`config.mk`:
```
export PLATFORM = sky130hd
export DESIGN_NAME = data_mem_arbiter
export DESIGN_NICKNAME = d
export VERILOG_FILES = /design/src/rtl/data_mem_arbiter.sv
export SDC_FILE = /design/constraint.sdc
export NUM_CORES = 1
export LEC_CHECK = 0
export CORE_ASPECT_RATIO = 1.25
export CORE_MARGIN = 2
export CORE_UTILIZATION = 25
export CTS_CLUSTER_SIZE = 12
export DETAILED_ROUTE_END_ITERATION = 7
export PLACE_DENSITY = 0.83
export SLEW_MARGIN = 0
export SYNTH_ARGS = -nofsm -noshare
export SYNTH_HDL_FRONTEND = slang
export SYNTH_SLANG_ARGS = --single-unit
```
`constraint.sdc`:
```
create_clock -name clk -period 3 [get_ports clk]
set_clock_uncertainty 0.2 [all_clocks]
set_input_delay 0.6 -clock clk [delete_from_list [all_inputs] [get_ports clk]]
set_output_delay 0.6 -clock clk [all_outputs]
set_load 0.02 [all_outputs]
```
`src/rtl/data_mem_arbiter.sv`:
```
// CPU/DMA arbiter for a single-ported data memory: per-cycle CPU priority with
// DMA anti-starvation, locked DMA bursts, and 1-cycle read-data return routing.
module data_mem_arbiter #(
   parameter int DATA_WIDTH    = 20,
   parameter int ADDRESS_WIDTH = 20,
   parameter int STARVE_LIMIT  = 4,
   parameter int MAX_BURST     = 8
) (
   input  logic                     clk,
   input  logic                     rst,
   input  logic                     cpu_req,
   input  logic                     cpu_we,
   input  logic                     cpu_be,
   input  logic [ADDRESS_WIDTH-1:0] cpu_addr,
   input  logic [DATA_WIDTH-1:0]    cpu_wdata,
   output logic                     cpu_gnt,
   output logic                     cpu_stall,
   output logic                     cpu_rvalid,
   output logic [DATA_WIDTH-1:0]    cpu_rdata,
   input  logic                     dma_req,
   input  logic                     dma_we,
   input  logic                     dma_be,
   input  logic                     dma_lock,
   input  logic [ADDRESS_WIDTH-1:0] dma_addr,
   input  logic [DATA_WIDTH-1:0]    dma_wdata,
   output logic                     dma_gnt,
   output logic                     dma_rvalid,
   output logic [DATA_WIDTH-1:0]    dma_rdata,
   output logic                     mem_we,
   output logic                     mem_re,
   output logic                     mem_be,
   output logic [ADDRESS_WIDTH-1:0] mem_addr,
   output logic [DATA_WIDTH-1:0]    mem_wdata,
   input  logic [DATA_WIDTH-1:0]    mem_rdata
);

   localparam int SW = $clog2(STARVE_LIMIT + 1);
   localparam int BW = $clog2(MAX_BURST + 1);
   localparam logic [SW-1:0] STARVE_MAX = SW'(STARVE_LIMIT);
   localparam logic [BW-1:0] BEAT_LAST  = BW'(MAX_BURST - 1);

   typedef enum logic       {ARB, BURST} state_t;
   typedef enum logic [1:0] {OWN_NONE, OWN_CPU, OWN_DMA} owner_t;

   state_t          state;
   owner_t          owner;
   logic [SW-1:0]   starve_cnt;
   logic [BW-1:0]   beat_cnt;
   logic            suppress;
   logic            burst_exit;

   // Grants are gated by rst so every output is forced low while in reset.
   always_comb begin
      cpu_gnt = 1'b0;
      dma_gnt = 1'b0;
      if (rst) begin
         if (state == BURST)
            dma_gnt = dma_req;
         else if (dma_req && (!cpu_req || (!suppress && starve_cnt == STARVE_MAX)))
            dma_gnt = 1'b1;
         else
            cpu_gnt = cpu_req;
      end
   end

   assign cpu_stall  = rst & cpu_req & ~cpu_gnt;
   assign burst_exit = (state == BURST) &&
                       (!dma_lock || !dma_req || (beat_cnt == BEAT_LAST));

   always_comb begin
      mem_we    = 1'b0;
      mem_re    = 1'b0;
      mem_be    = 1'b0;
      mem_addr  = '0;
      mem_wdata = '0;
      if (cpu_gnt) begin
         mem_we    = cpu_we;
         mem_re    = ~cpu_we;
         mem_be    = cpu_be;
         mem_addr  = cpu_addr;
         mem_wdata = cpu_wdata;
      end else if (dma_gnt) begin
         mem_we    = dma_we;
         mem_re    = ~dma_we;
         mem_be    = dma_be;
         mem_addr  = dma_addr;
         mem_wdata = dma_wdata;
      end
   end

   assign cpu_rvalid = (owner == OWN_CPU);
   assign dma_rvalid = (owner == OWN_DMA);
   assign cpu_rdata  = cpu_rvalid ? mem_rdata : '0;
   assign dma_rdata  = dma_rvalid ? mem_rdata : '0;

   always_ff @(posedge clk or negedge rst) begin
      if (!rst) begin
         state      <= ARB;
         owner      <= OWN_NONE;
         starve_cnt <= '0;
         beat_cnt   <= '0;
         suppress   <= 1'b0;
      end else begin
         suppress <= 1'b0;
         if (dma_gnt)
            starve_cnt <= '0;
         else if (dma_req && starve_cnt != STARVE_MAX)
            starve_cnt <= starve_cnt + 1'b1;

         if (cpu_gnt && !cpu_we)      owner <= OWN_CPU;
         else if (dma_gnt && !dma_we) owner <= OWN_DMA;
         else                         owner <= OWN_NONE;

         case (state)
            ARB: begin
               // The ARB grant that opens a burst counts as its first beat.
               if (dma_gnt && dma_lock && !suppress) begin
                  state    <= BURST;
                  beat_cnt <= BW'(1);
               end
            end
            BURST: begin
               if (dma_gnt) beat_cnt <= beat_cnt + 1'b1;
               if (burst_exit) begin
                  state    <= ARB;
                  beat_cnt <= '0;
                  suppress <= 1'b1;
               end
            end
            default: state <= ARB;
         endcase
      end
   end

endmodule

```
==> results.cfg <==
[logic_synthesis]
synth.top_cell.area_share_pct = 28.0
synthDominantAreaCellType = a32o_1
synth_area_sq_um = 1430
yosys_register_bits = 11
async_set_or_reset_flop_fraction_in_the_synthesized_netlist_pct = 100
post_syn_area_per_cell_sq_um = 8.41
ys.flop_type = dfrtp_1
synth-edff-count = 0
ys_types = 35
synth_sequential_area_ratio_pct = 19.3
synth_area_leaders = a32o_1 (28%), dfrtp_1 (19%), and2_1 (18%)
syn-instance-count = 170
syn_nets = 282
ys.warnings.count = 0

[detailed_routing]
postRouteAntennaNets = 0
drt_iter0_drc = 82
via_per_inst = 5.09
drc = 0
route.detailed.wl_per_inst_um = 15.8
routed-via-count = 2199
final_wirelength_um = 6810
drt_pass1_iterations = 4

[critical_path]
critical-path-max-stage-delay_ns = 0.48
critPathCaptureType = output port
worst_setup_path_start_kind = primary input
critical-path-slowest-cell = clkdlybuf4s50_1
cells_along_the_critical_path = clkdlybuf4s50_1 -> nand2b_1 -> buf_4 -> o21a_4 -> buf_16 -> a32o_2 -> buf_12
crit_path_max_fanout = 21
timing.critical_path.required_ns = 2.20
critPathKind = in2out
cp.arrival_ns = 2.17

[clock_tree]
cts.repair_timing.setup_buffer_count = 0
cts_hold_buf = 0
cts.sinks = 11
htreeDepth = 1
clockRootBuffer = clkbuf_8
cts.path.max_buffers = 2
worst_skew_pair.late_latency_ns = 0.23
clock_tree_from_tritoncts = built
clk_pin_slew_ns = 0.05
cts_buffers = 3

[timing]
fin_tns_setup_ns = 0
slew_headroom_pct = 72.5
timing.final.hold_violations = 0
timing.fmax_ghz = 0.336
rsz0062_at_grt = yes
worst_pin_slew_ns = 0.410
timing.final.setup_violations = 0
post-route-min-period_ns = 2.97
final_slew_viol_count = 0
finalCritPeriodShare_pct = 99.2

[cells_and_area]
multi_input_area_sq_um = 1030
layout.cells.most_common = clkdlybuf4s50_1
synthToLayoutAreaGrowth_pct = 140
num_antenna_cells = 0
postLayoutCoreUtil_pct = 62.5
drive_above_1_share_pct = 20.9
instances_no_fill = 432
filler_cell_count = 514
final_design_area_no_fill_sq_um = 3420
final_nets = 481
most-common-layout-cells = clkdlybuf4s50_1 (150), and2_1 (41), a32o_1 (35)
ff_latch_area_sq_um = 275

[placed_design]
detailed_place.area_sq_um = 3520
globalplace.congestion = 0.802
dp_hpwl_um = 5520
dp.cells = 427
portBuffers = 196

[grt]
wire_length_of_the_first_global_routing_pass_um = 10200
grt_antenna_before_repair = 0
grt-ovfl-total = 0
first_global_vias = 2097
global_route.usage.total_pct = 20.0
grt_start_max_net_pins = 50

[die]
floorplan.die.width_um = 71.6
design.portCount = 197
rows = 30
die-area_sq_um = 6340
die_height_um = 88.5
initial_core_utilization_pct = 26.1
design.core.area_sq_um = 5480

[worst_hold_path]
hold_path.class = reg2reg

[power]
leakage_nw = 1.51
vdd_ir_drop_max_v = 0.000220
power_density_nw_per_um2 = 312

[run_status]
status = complete, no violations

[flow_run]
max_cap_violations = 0
## kinds of logic (layout without fill, tap and decap cells)
| logic type | after synthesis | count (layout) | share of synthesized area (%) |
|---|---|---|---|
| flops | 11 | 11 | 19.3 |
| simple gates | 65 | 65 | 27.3 |
| fa+ha+maj | 3 | 3 | 2.63 |
| mux | 2 | 2 | 1.49 |
| buf+inv | 26 | 224 | 9.81 |
| compound gates | 63 | 63 | 39.5 |
## stage by stage
step / total power [mW] / setup slack, ns / hold slack [ns]
floorplan: 0.546 / 0.444 / 0.104
global placement: 0.933 / -0.430 / 0.315
detailed placement: 0.957 / -0.458 / 0.327
CTS: 1.07 / 0.0169 / 0.338
global route: 1.14 / -0.0311 / 0.360
finish: 1.07 / 0.0252 / 0.339
## metal layers
layer / vias up / GRT usage (%) / routed length [um]
li1: 1057 / - / -
met1: 1000 / 22.3 / 2350
met2: 140 / 38.9 / 3660
met3: 2 / 4.33 / 765
met4: 0 / 3.60 / 34
met5: - / 0 / 0
## registers in the layout, indices dropped and copies added (netlist names)
name        count
state           1
beat_cnt        4
owner           2
starve_cnt      3
suppress        1
## cells in the mapped netlist (2+ instances only)
master and instances:
o21a_1 2, nand2_1 9, nor2_1 2, o21bai_1 2, nand4_1 2, a32o_2 2, dfrtp_1 11, nand3_1 2
a21o_1 3, buf_6 3, o21ai_0 3, and2_1 41, clkbuf_1 13, nor2b_1 3, inv_1 5, ha_1 3
a22oi_1 2, buf_2 3, a32o_1 40, a21oi_1 4
## critical path, delay by kind of cell
| kind | cells | cell delay [ns] |
|---|---|---|
| buf+inv | 4 | 0.94 |
| compound gates | 2 | 0.55 |
| simple gates | 1 | 0.08 |
## timing repair
action,in CTS,in global routing
gates cloned,1,0
resized for setup,171,12
pin swaps,1,1
setup endpoints to repair,46,12
## worst paths after layout
check	from	endpoint	slack, ns	cells past startpoint
max	cpu_req	mem_addr[15]	0.03	7
min	beat_cnt[1]$_DFFE_PN0P_	beat_cnt[1]$_DFFE_PN0P_	0.34	1
max reg2reg	starve_cnt[1]$_DFFE_PN0P_	beat_cnt[2]$_DFFE_PN0P_	1.02	7
min reg2reg	beat_cnt[1]$_DFFE_PN0P_	beat_cnt[1]$_DFFE_PN0P_	0.34	1
max in group asynchronous	rst	starve_cnt[1]$_DFFE_PN0P_	1.78	3
min in group asynchronous	rst	starve_cnt[2]$_DFFE_PN0P_	0.63	3
## cell type report
class | count | share of cell area (%)
sequential | 11 | 8.04
tap | 64 | 2.34
inverter | 6 | 1.02
clock buffer | 4 | 1.32
timing repair buffer | 214 | 57.3
multi-input combinational | 133 | 30.0
## power by group
group | total [mW] | internal (mW) | switching (mW) | leakage (nW)
Sequential | 0.213 | 0.185 | 0.0281 | 0.145
Combinational | 0.710 | 0.381 | 0.329 | 1.34
Clock | 0.147 | 0.0931 | 0.0534 | 0.0228
Total | 1.07 | 0.659 | 0.410 | 1.51
Power figures use the tool's default switching activity.
